## config.mk

```make
export PLATFORM = sky130hd
export DESIGN_NAME = prewish_mask_sched
export DESIGN_NICKNAME = d
export VERILOG_FILES = /design/src/rtl/prewish_mask_sched.sv
export SDC_FILE = /design/constraint.sdc
export NUM_CORES = 1
export LEC_CHECK = 0
export CELL_PAD_IN_SITES_DETAIL_PLACEMENT = 0
export CELL_PAD_IN_SITES_GLOBAL_PLACEMENT = 1
export CORE_MARGIN = 2
export CORE_UTILIZATION = 40
export CTS_CLUSTER_DIAMETER = 50
export CTS_CLUSTER_SIZE = 30
export DETAILED_ROUTE_END_ITERATION = 12
export GPL_ROUTABILITY_DRIVEN = 0
export GPL_TIMING_DRIVEN = 0
export HOLD_SLACK_MARGIN = 0.15
export PLACE_DENSITY_LB_ADDON = 0.1
export SYNTH_ARGS = -nofsm -noshare
export SYNTH_HDL_FRONTEND = slang
export SYNTH_SLANG_ARGS = --single-unit
export TNS_END_PERCENT = 5
```

## constraint.sdc

```tcl
create_clock -name CLK_I -period 1.9 [get_ports CLK_I]
set_clock_uncertainty 0.2 [all_clocks]
set_input_delay 0.38 -clock CLK_I [delete_from_list [all_inputs] [get_ports CLK_I]]
set_output_delay 0.38 -clock CLK_I [all_outputs]
set_load 0.01 [all_outputs]
```

## src/rtl/prewish_mask_sched.sv

```systemverilog
// prewish_mask_sched: arbitrates a debounced DIP-load button and an auto-cycle
// pattern timer onto the single strobe/data input of prewish_mentor. Every
// grant is one single-cycle strobe followed by a fixed idle gap.
module prewish_mask_sched #(
    parameter int DEBOUNCE_BITS    = 16,
    parameter int AUTO_PERIOD_BITS = 26,
    parameter int GAP_CYCLES       = 4
) (
    input  logic       CLK_I,
    input  logic       RST_I,
    input  logic       i_load_btn,
    input  logic [7:0] i_dip,
    input  logic       i_auto_en,
    output logic       STB_O,
    output logic [7:0] DAT_O,
    output logic [1:0] o_src,
    output logic       o_busy
);

    typedef enum logic [1:0] {
        IDLE   = 2'd0,
        STROBE = 2'd1,
        GAP    = 2'd2
    } state_t;

    localparam logic [3:0] GAP_LOAD = 4'(GAP_CYCLES - 1);

    // Fixed auto-cycle mask sequence.
    function automatic logic [7:0] pattern(input logic [2:0] idx);
        case (idx)
            3'd0:    pattern = 8'h80;
            3'd1:    pattern = 8'hA0;
            3'd2:    pattern = 8'hA8;
            3'd3:    pattern = 8'hFF;
            3'd4:    pattern = 8'hD4;
            3'd5:    pattern = 8'hD5;
            3'd6:    pattern = 8'hCC;
            default: pattern = 8'hE0;
        endcase
    endfunction

    logic                        btn_sync_p0;
    logic                        btn_s;
    logic [DEBOUNCE_BITS-1:0]    db_cnt;
    logic                        btn_stable;
    logic                        btn_stable_d;
    logic                        btn_rise;
    logic                        btn_pend;
    logic [7:0]                  btn_data;
    logic [AUTO_PERIOD_BITS-1:0] auto_cnt;
    logic                        auto_pend;
    logic [2:0]                  auto_idx;

    state_t     state, state_n;
    logic [3:0] gap_cnt, gap_cnt_n;
    logic       stb_n;
    logic [7:0] dat_n;
    logic [1:0] src_n;
    logic       btn_grant;
    logic       auto_grant;

    // A press is the rising edge of the debounced level; releases are ignored.
    assign btn_rise = btn_stable & ~btn_stable_d;

    // Two-flop synchroniser for the asynchronous button.
    always_ff @(posedge CLK_I or negedge RST_I) begin
        if (!RST_I) begin
            btn_sync_p0 <= 1'b0;
            btn_s       <= 1'b0;
        end else begin
            btn_sync_p0 <= i_load_btn;
            btn_s       <= btn_sync_p0;
        end
    end

    // Debounce: a new level must persist until the counter saturates.
    always_ff @(posedge CLK_I or negedge RST_I) begin
        if (!RST_I) begin
            db_cnt       <= '0;
            btn_stable   <= 1'b0;
            btn_stable_d <= 1'b0;
        end else begin
            if (btn_s == btn_stable) begin
                db_cnt <= '0;
            end else if (db_cnt == '1) begin
                btn_stable <= btn_s;
                db_cnt     <= '0;
            end else begin
                db_cnt <= db_cnt + 1'b1;
            end
            btn_stable_d <= btn_stable;
        end
    end

    // Button request flag; a new press in the same cycle as a grant wins.
    always_ff @(posedge CLK_I or negedge RST_I) begin
        if (!RST_I) begin
            btn_pend <= 1'b0;
        end else if (btn_rise) begin
            btn_pend <= 1'b1;
        end else if (btn_grant) begin
            btn_pend <= 1'b0;
        end
    end

    // DIP capture on each accepted press; last press wins.
    always_ff @(posedge CLK_I) begin
        if (btn_rise) begin
            btn_data <= i_dip;
        end
    end

    // Auto timer and request flag; disabling cancels any pending request.
    always_ff @(posedge CLK_I or negedge RST_I) begin
        if (!RST_I) begin
            auto_cnt  <= '0;
            auto_pend <= 1'b0;
        end else if (!i_auto_en) begin
            auto_cnt  <= '0;
            auto_pend <= 1'b0;
        end else begin
            auto_cnt <= auto_cnt + 1'b1;
            if (auto_cnt == '1) begin
                auto_pend <= 1'b1;
            end else if (auto_grant) begin
                auto_pend <= 1'b0;
            end
        end
    end

    // Pattern index advances once per auto grant.
    always_ff @(posedge CLK_I or negedge RST_I) begin
        if (!RST_I) begin
            auto_idx <= 3'd0;
        end else if (auto_grant) begin
            auto_idx <= auto_idx + 3'd1;
        end
    end

    // FSM state and registered outputs.
    always_ff @(posedge CLK_I or negedge RST_I) begin
        if (!RST_I) begin
            state   <= IDLE;
            gap_cnt <= 4'd0;
            STB_O   <= 1'b0;
            DAT_O   <= 8'h00;
            o_src   <= 2'b00;
            o_busy  <= 1'b0;
        end else begin
            state   <= state_n;
            gap_cnt <= gap_cnt_n;
            STB_O   <= stb_n;
            DAT_O   <= dat_n;
            o_src   <= src_n;
            o_busy  <= (state != IDLE);
        end
    end

    // Next-state and grant decode; button has priority over auto.
    always_comb begin
        state_n    = state;
        gap_cnt_n  = gap_cnt;
        stb_n      = 1'b0;
        dat_n      = DAT_O;
        src_n      = o_src;
        btn_grant  = 1'b0;
        auto_grant = 1'b0;
        case (state)
            IDLE: begin
                if (btn_pend) begin
                    stb_n     = 1'b1;
                    dat_n     = btn_data;
                    src_n     = 2'b01;
                    btn_grant = 1'b1;
                    state_n   = STROBE;
                end else if (auto_pend) begin
                    stb_n      = 1'b1;
                    dat_n      = pattern(auto_idx);
                    src_n      = 2'b10;
                    auto_grant = 1'b1;
                    state_n    = STROBE;
                end
            end
            STROBE: begin
                gap_cnt_n = GAP_LOAD;
                state_n   = GAP;
            end
            GAP: begin
                if (gap_cnt == 4'd0) begin
                    state_n = IDLE;
                end else begin
                    gap_cnt_n = gap_cnt - 4'd1;
                end
            end
            default: state_n = IDLE;
        endcase
    end

endmodule

```

# After elaboration in Yosys (flattened, before gate mapping)
# Index checks and enable logic that the tools add are counted.
# word_totals
out_inout_bits	12
wordCells	75
register_bits	77
# op_classes
add_sub_neg	4
reduce_logical	11
n_mux	26
n_eq_ne	15
bitwise	3
# ops
operator	n
case mux 7 bit (7 select lines)	1
two-way mux 16 bit	2
adder 26 x 1 -> 26 bit, second input constant	1
== test 26 bit, second input constant	1
two-way mux 26 bit	1
adder 16 x 1 -> 16 bit, second input constant	1
== test 16 bit, second input constant	1
two-way mux 8 bit	2
two-way mux 1 bit	12
two-way mux 2 bit	5
== test 3 bit, second input constant	3
case mux 4 bit (2 select lines)	1
AND reduction 2 bit	4
nonzero test 2 bit	4
== test 3 x 2 -> 1 bit, second input constant	2
case mux 2 bit (3 select lines)	1
zero test 4 bit	1
two-way mux 4 bit	1
inequality test 2 bit, second input constant	2
subtractor 4 x 1 -> 4 bit, second input constant	1
adder 3 x 1 -> 3 bit, second input constant	1
== test 3 x 1 -> 1 bit, second input constant	1
zero test 3 bit	1
inequality test 3 x 1 -> 1 bit, second input constant	1
7 further kinds	8

# Longest topological paths before layout
# logic_depth
depth_word	6
mapped_depth	6
depth_no_buf	6

# Worst setup path before layout
# Ideal clock, no wire load.
# synth_path
path_kind	register to register
start	reg auto_cnt[0]
end	reg auto_cnt[20]
synth_period_minus_slack_ns	1.926
required_ns	1.622
setup_ns	0.078
t_arrival_ns	1.648
path_buffers	1
path_slack_ns	-0.026
path_stages_with_launch	7
path_cell_list	dfrtp_1 ha_1 nand3_2 or2_1 clkbuf_1 or4_1 a21oi_1
# synth_between
elab_chain_len	2
# synth_rtl
element	line	text
start, declared	50	logic [AUTO_PERIOD_BITS-1:0] auto_cnt;
start signal, assigned	122	auto_cnt <= auto_cnt + 1'b1;
adder 26 x 1 -> 26 bit	122	
two-way mux 26 bit	118	end else if (!i_auto_en) begin
# Every way passes these cells.
# A chain may end at the register's enable or synchronous reset.

# Final worst setup path
# layout_path
start	reg auto_cnt[1]
end	reg auto_cnt[20]
# Same word-level chain as after synthesis.

==> impl_results.md <==
- Largest net degree at the start of global routing: 41
- Worst reg2reg startpoint: auto_cnt[1]
- Hold path depth: 0
- Crit-path max FO: 8
- Vias in the first global route: 2487
- R2R cell count: 5
- Worst-Margin Slew: 0.850 ns
- Max Root-Sink Buffers: 2
- Initial antenna violation count: 0
- Core area: 0.00868 mm^2
- Vias: 2620
- RSZ-0062 raised after global routing: yes
- Die Height: 98.6 um
- H-tree depth: 3
- Sequential-to-total area share from yosys stat: 55.0%
- Total grt overflow: 0
- Synthesized instance count: 351
- Post-synth EDFFs: 8
- PD cells: 710 mW/mm^2
- Critical Path RT: 1.98 ns
- CTS tree: built
- Setup Viol. Count Final: 0
- Leading cell type in the layout, fill and taps excluded: dfrtp_1
- Synthesized cell area: 0.00358 mm^2
- R2r endpoint: auto_cnt[20]
- Initial Util: 41.2%
- Final min period: 1.90 ns
- Average vias per placed instance: 5.16
- Crit Path Class: flip-flop to flip-flop
- Ports: 24
- Seq cells post-synth: 77
- Slew Limit Fails: 0
- Clock transition at the registers of the reported paths: 0.09 ns
- First-pass GRT wire length: 11.8 mm
- Fin nets: 415
- Max Cap Viol: 0
- Design Area, Final: 0.00438 mm^2
- 1st-iter DRT viols: 69
- CTS sink count: 77
- Total CTS buffers: 9
- Slew headroom: 43.2%
- Area share of the leading cell type in the synthesized netlist: 48.3%
- Critical Path Start Type: flip-flop
- Static Leak: 0.00177 uW
- First drt pass iteration count: 4
- Synth cell types: 40
- Layout cell share with drive strength beyond 1: 15.3%
- Fillers: 788
- Design Power: 3110 uW
- Routed wire length: 6.96 mm
- Worst Hold End: btn_s
- Largest cells by area after synthesis: dfrtp_1 (48%), edfxtp_1 (6.7%), xnor2_1 (5.4%)
- Setup slack, reg-to-reg: 0.0005 ns
- DPL Wire Length: 4.67 mm
- Root buffer cell: clkbuf_8
- Synth Flop Type: dfrtp_1
- Wire per inst: 13.7 um
- Die Width: 98.6 um
- Residual DRC count: 0
- Ys async rst share: 89.6%
- Post-Synthesis Net Count: 371
- Peak Freq: 526 MHz
- Final hold viol count: 0
- Syn-to-layout area delta: 22.3%
- Dpl cell area: 0.00396 mm^2
- Final ANT Viol Nets: 0
- Antenna diode count: 0
- Setup Total Neg Slack: 0 ns
- Min-delay src: btn_sync_p0
- # rows: 34
- Synth warn: 0
- Mean Syn Cell Area: 10.2 um^2
- Max IR drop VDD: 0.350 mV
- Status: complete, no violations
- Worst skew pair latency: 0.34 ns
- Synth area leader: dfrtp_1
- Die area: 0.00972 mm^2
- Fin crit share: 100%
- CP arrival: 1.98 ns
- Hold Path Class: flip-flop to flip-flop
- GRT Util Overall: 15.0%
- Leading cell types in the layout, fill and taps excluded: dfrtp_1 (64), nor2_1 (41), nand2_1 (24), xnor2_1 (22), clkdlybuf4s50_1 (21)
- Port Buffers: 22
- Setup crit end kind: flip-flop
[per-layer routing]
layer / part of all wire (%) / track usage (%)
met2: 43 / 22.6
met5: 0 / 0
met3: 2.8 / 3.05
met4: 1.4 / 6.95
met1: 52 / 20.9
[state kept, by name, indices dropped and copies added (netlist names)]
signal / count
DAT_O: 8
btn_pend: 1
STB_O: 1
btn_data: 8
db_cnt: 16
btn_s: 1
gap_cnt: 4
btn_stable: 1
state: 2
btn_stable_d: 1
o_src: 2
o_busy: 1
auto_idx: 3
auto_pend: 1
btn_sync_p0: 1
auto_cnt: 26
[through the flow]
| step | util, % | setup slack, ns | std cells | hold slack, ns |
|---|---|---|---|---|
| 6_report | 50.4 | 0.000464 | 508 | 0.171 |
| 5_1_grt | 50.4 | -0.0591 | 508 | 0.197 |
| 4_1_cts | 48.5 | -0.0472 | 497 | 0.185 |
| 3_5_place_dp | 45.7 | -0.252 | 482 | 0.139 |
| 3_3_place_gp | 45.5 | -2.25 | 481 | 0.136 |
| 2_1_floorplan | - | 0.0272 | 351 | -0.116 |
[cell usage after synthesis (all sizes together), types with 2 or more instances]
cell type and number:
ha 8, edfxtp 8, inv 20, nor3 9
mux2i 3, and3 2, o21ai 14, dfrtp 69
nand3 23, nor2 43, xnor2 22, clkbuf 13
nor3b 2, nand2 24, and4 3, a21oi 19
nand4 7, a221oi 2, nand2b 5, mux2 2
a31o 2, or2 2, a211oi 4, xor2 7
o31ai 7, nor4 12, or4 9
[what timing repair did]
action / CTS / global route
endpoints found under the setup margin: 28 / 32
hold endpoints to repair: 55 / 0
gates resized for setup: 11 / 25
pin swaps: 3 / 17
buffers inserted: 0 / 11
hold buffers: 1 / 0
[logic make-up (layout without fill, tap and decap cells)]
family / count (synthesis) / count (layout) / share of synthesized area, %
compound gates: 52 / 52 / 8.74
xor+xnor: 29 / 29 / 7.10
fa+ha+maj: 8 / 8 / 2.80
buf+inv: 34 / 83 / 3.81
flops: 77 / 77 / 55.0
mux: 5 / 5 / 1.47
simple gates: 146 / 146 / 21.1
[cell type report]
class / instances / area (um^2) / share of cell area (%)
sequential: 77 / 1970 / 45.1
multi-input combinational: 240 / 1590 / 36.4
timing repair buffer: 35 / 330 / 7.55
tap: 108 / 135 / 3.09
clock buffer: 9 / 124 / 2.83
clock inverter: 7 / 80.1 / 1.83
inverter: 20 / 75.1 / 1.72
buffer: 12 / 65.1 / 1.49
[critical path: stages, from the launching register on]
cell and delay [ns]:
dfrtp_1 0.43, ha_4 0.18, nand3_4 0.10, or2_4 0.31, or4_4 0.49, a21oi_2 0.12
[worst max path at each step]
| stage | startpoint | endpoint | slack [ns] | cells past startpoint |
|---|---|---|---|---|
| after floorplan | auto_cnt[0] | auto_cnt[20] | 0.03 | 6 |
| after global placement | RST_I | db_cnt[10] | -2.25 | 1 |
| after detailed placement | state[0] | DAT_O[1] | -0.25 | 6 |
| after CTS | auto_cnt[0] | auto_cnt[24] | -0.05 | 5 |
| after global routing | auto_cnt[1] | auto_cnt[20] | -0.06 | 5 |
| final | auto_cnt[1] | auto_cnt[20] | 0.0005 | 5 |
[where the power goes]
| group | internal [uW] | switching [uW] | leakage (uW) |
|---|---|---|---|
| Sequential | 1670 | 13.5 | 0.00102 |
| Combinational | 44.1 | 62.7 | 0.000646 |
| Clock | 721 | 593 | 0.000103 |
No activity file was read; power rests on OpenSTA's default activity.
==> RTL change 1: new RTL, config.mk and constraints unchanged <==
The 3 states of `state_t` get a one-hot encoding in 3 bits.
--- a/src/rtl/prewish_mask_sched.sv
+++ b/src/rtl/prewish_mask_sched.sv
@@ -17,10 +17,10 @@
     output logic       o_busy
 );
 
-    typedef enum logic [1:0] {
-        IDLE   = 2'd0,
-        STROBE = 2'd1,
-        GAP    = 2'd2
+    typedef enum logic [2:0] {
+        IDLE   = 3'b001,
+        STROBE = 3'b010,
+        GAP    = 3'b100
     } state_t;
 
     localparam logic [3:0] GAP_LOAD = 4'(GAP_CYCLES - 1);
Function: same outputs for any inputs over 10 cycles, from zero or initial values and one cycle with RST_I low; not proved beyond that.
==> RTL change 1 against the original RTL <==
- first-iteration DRC count up 88%
- worst setup slack got worse by 0.13 ns
- largest cell class unchanged
- via count down 0.50%
- sequential cell count increased by 1
- the flow now finishes with violations (negative setup slack)
- worst hold slack lost 0.010 ns
- total power grew 4.7%
- maximum frequency fell by 6.2%
- final area rose by 1.6%
- final cell count fell by 0.59%
- area after synthesis is 0.70% lower
- routed wire length rose by 1.4%
==> RTL change 1: results <==
INSERT INTO impl_metrics (metric_group, metric, value, unit) VALUES
('yosys', 'synth_async_sr_flop_share', '0.897', ''),
('sta', 'setup_viol', '12', ''),
('placement', 'number_of_buffer_cells_added_on_primary_ports', '23', ''),
('global_route', 'overall_routing_resource_usage', '0.162', ''),
('worst_setup_path', 'cp_arrival', '2.11', 'ns'),
('sta', 'setup-tns-final', '-0.672', 'ns'),
('global_route', 'vias_in_the_first_global_route', '2589', ''),
('global_route', 'first_pass_grt_wire_length', '12500', 'um'),
('outcome', 'violations_in_the_final_reports', 'negative setup slack', ''),
('layout', 'layout.filler_cells', '801', ''),
('yosys', 'synth_cell_type_count', '41', ''),
('global_route', 'grt_max_degree', '56', ''),
('outcome', 'outcome', 'finished, violations left', ''),
('layout', 'design.final.nets', '412', ''),
('yosys', 'most_numerous_cell_types_in_the_synthesized_netlist', 'dfrtp_1, nor2_1, nand2_1', ''),
('power_and_ir_drop', 'power_switching_share', '0.228', ''),
('placement', 'dpl-instance-area', '3960', 'um2'),
('routing', 'detailedRoute.firstIterationViolations', '130', ''),
('placement', 'place.detailed.hpwl', '4600', 'um'),
('sta', 'final_setup_margin', '-0.126', 'ns'),
('worst_setup_path', 'critPathMaxFanout', '6', ''),
('worst_setup_path', 'crit_path_max_incr_delay', '0.59', 'ns'),
('worst_setup_path', 'timing.rr.end', 'auto_cnt[23]', ''),
('routing', 'route.detailed.wl_per_inst', '14.0', 'um'),
('worst_setup_path', 'crit-reg2reg-launch', 'auto_cnt[9]', ''),
('routing', 'vias_per_cell', '5.16', '');
[RTL change 1: power groups by stage]
stage | registers (mW) | logic (mW) | clock network [mW]
floorplan | 1.76 | 0.0564 | 0
global placement | 1.76 | 0.145 | 0
detailed placement | 1.76 | 0.152 | 0
CTS | 1.73 | 0.170 | 1.40
global route | 1.73 | 0.188 | 1.49
finish | 1.73 | 0.166 | 1.36
[RTL change 1: worst register-to-register path: cells and delay by family, from the launching register on]
kind	cells	cell delay, ns
flip-flops	1	0.38
AO/OA/AOI/OAI	1	0.14
AND/OR/NAND/NOR	3	1.25
[RTL change 1: area by class of cell]
cell class	count	share of cell area
Sequential cell	78	0.449
Multi-Input combinational cell	238	0.360
Timing Repair Buffer	43	0.0937
Tap cell	108	0.0304
Clock buffer	9	0.0279
Clock inverter	7	0.0200
Inverter	15	0.0127
Buffer	7	0.00647
[RTL change 1: per-layer routing]
metal | share of wire | GRT usage
met1 | 0.49 | 0.228
met3 | 0.039 | 0.0501
met5 | 0 | 0
met4 | 0.015 | 0.0548
met2 | 0.45 | 0.239
[RTL change 1: worst max path at each step]
stage / end / from / cells past startpoint
after floorplan: auto_cnt[21] / auto_cnt[5] / 5
after global placement: db_cnt[7] / RST_I / 1
after detailed placement: auto_pend / auto_cnt[0] / 6
final: auto_cnt[23] / auto_cnt[9] / 4
after global routing: auto_cnt[23] / auto_cnt[9] / 4
after CTS: auto_cnt[23] / auto_cnt[10] / 4
[RTL change 1: what timing repair did]
| item | 4_1_cts | 5_1_grt |
|---|---|---|
| pin swaps | 14 | 9 |
| buffers inserted | 17 | 1 |
| hold endpoints to repair | 69 | 0 |
| gates resized for setup | 26 | 13 |
| setup endpoints to repair | 31 | 26 |
| hold buffers | 1 | 0 |
[RTL change 1: cell families (layout without fill, tap and decap cells)]
kind of cell | after synthesis | after routing | synth area share
buffers and inverters | 24 | 81 | 0.0275
flip-flops | 78 | 78 | 0.561
AND/OR/NAND/NOR | 147 | 147 | 0.216
XOR/XNOR | 30 | 30 | 0.0739
adder cells (fa/ha/maj) | 8 | 8 | 0.0282
multiplexers | 4 | 4 | 0.0120
AO/OA/AOI/OAI | 49 | 49 | 0.0813
[RTL change 1: through the flow]
stage	setup slack [ns]	total power, mW	cells	hold slack, ns
finish	-0.126	3.25	505	0.161
global route	-0.187	3.41	505	0.171
CTS	-0.133	3.30	504	0.164
detailed placement	-0.481	1.92	472	0.0607
global placement	-2.26	1.91	471	0.142
floorplan	-0.197	1.82	340	-0.116
==> RTL change 2: new RTL, same flow settings <==
Made on the original files. Set the parameter `AUTO_PERIOD_BITS` to 18 (it was 26).
--- a/src/rtl/prewish_mask_sched.sv
+++ b/src/rtl/prewish_mask_sched.sv
@@ -3,7 +3,7 @@
 // grant is one single-cycle strobe followed by a fixed idle gap.
 module prewish_mask_sched #(
     parameter int DEBOUNCE_BITS    = 16,
-    parameter int AUTO_PERIOD_BITS = 26,
+    parameter int AUTO_PERIOD_BITS = 18,
     parameter int GAP_CYCLES       = 4
 ) (
     input  logic       CLK_I,
Function: no difference found for any inputs over 10 cycles, from zero or initial values and one cycle with RST_I low; that may be too few to reach the edited logic, so the function may still have changed.
==> RTL change 2 against the original RTL <==
- via count fell by 15%
- sequential cell count down 8
- total power is 6.3% lower
- worst setup slack better by 0.035 ns
- routed wire length shrank 15%
- first-iteration DRC count grew 33%
- area after synthesis shrank 13%
- utilization is 0.68 points higher
- non-clock buffer count stayed put
- final area decreased by 11%
- highest routed layer unchanged
==> RTL change 2: results <==
INSERT INTO impl_metrics (metric_group, metric, value, unit) VALUES
('worst_setup_path', 'cp_arrival', '1.93', 'ns'),
('sta', 'slew_headroom', '0.463', ''),
('global_route', 'globalRouteMet2Util', '0.244', ''),
('routing', 'route.met3.wl', '234', 'um'),
('power_and_ir_drop', 'internal-power', '2.31', 'mW'),
('power_and_ir_drop', 'power.leakage', '1.65', 'nW'),
('routing', 'detailedRoute.firstIterationViolations', '92', ''),
('clocking', 'clk_transition_reported_paths', '0.07', 'ns'),
('global_route', 'vias_in_the_first_global_route', '2183', ''),
('placement', 'place.detailed.hpwl', '3780', 'um'),
('global_route', 'overall_routing_resource_usage', '0.156', ''),
('yosys', 'postSynthNetCount', '319', ''),
('routing', 'wirelength_routed', '5880', 'um'),
('worst_setup_path', 'critPathMaxFanout', '6', ''),
('outcome', 'outcome', 'complete, no violations', ''),
('routing', 'met2WireLength', '2710', 'um'),
('placement', 'number_of_buffer_cells_added_on_primary_ports', '23', ''),
('global_route', 'gr-usage-met1', '0.204', ''),
('layout', 'largest_registers', 'auto_cnt (18), db_cnt (16)', ''),
('worst_setup_path', 'crit_path_max_incr_delay', '0.56', 'ns'),
('global_route', 'first_pass_grt_wire_length', '10400', 'um'),
('yosys', 'sequential_element_share_of_the_synthesized_area', '0.567', ''),
('placement', 'post-place-ws', '-0.269', 'ns'),
('layout', 'design.final.nets', '369', ''),
('power_and_ir_drop', 'ir_worst_vdd', '0.414', 'mV');
-- RTL change 2: cell count changes after synthesis, moves of 6 or more --
cell / before / now
nand3_1: 20 / 9
or4_1: 9 / 1
clkbuf_1: 12 / 6
dfrtp_1: 69 / 61
o31ai_1: 7 / 0
-- RTL change 2: logic make-up after synthesis --
family	Yosys count	synth area share
simple gates	124	0.207
xor+xnor	29	0.0815
fa+ha+maj	8	0.0321
buf+inv	26	0.0317
flops	69	0.567
compound gates	43	0.0803
-- RTL change 2: path summary, 6_finish.rpt --
kind / start / end / slack, ns / depth (start not counted)
max: auto_cnt[4] / auto_cnt[15] / 0.04 / 4
min: btn_sync_p0 / btn_s / 0.15 / 0
max reg2reg: auto_cnt[4] / auto_cnt[15] / 0.04 / 4
min reg2reg: btn_sync_p0 / btn_s / 0.15 / 0
max in group asynchronous: RST_I / auto_cnt[2] / 0.46 / 2
min in group asynchronous: RST_I / DAT_O[4] / 0.45 / 2
-- RTL change 2: through the flow --
step	instance area (um2)	cells
after floorplan	3120	299
after global placement	3480	424
after detailed placement	3480	424
after CTS	3820	451
after global routing	3910	456
final	3910	456
-- RTL change 2: final cells by class --
class,count,area [um2],share of cell area
Clock inverter,5,73.8,0.0189
Sequential cell,69,1770,0.454
Clock buffer,11,141,0.0362
Timing Repair Buffer,41,365,0.0935
Tap cell,102,128,0.0327
Inverter,18,67.6,0.0173
Buffer,6,32.5,0.00832
Multi-Input combinational cell,204,1330,0.340
-- RTL change 2: timing repair --
| action | 4_1_cts | 5_1_grt |
|---|---|---|
| hold buffers | 1 | 0 |
| hold endpoints to repair | 61 | 0 |
| gates cloned | 0 | 0 |
| setup buffers | 10 | 7 |
| gates resized for setup | 13 | 12 |
| setup endpoints to repair | 28 | 28 |
| pin swaps | 7 | 4 |
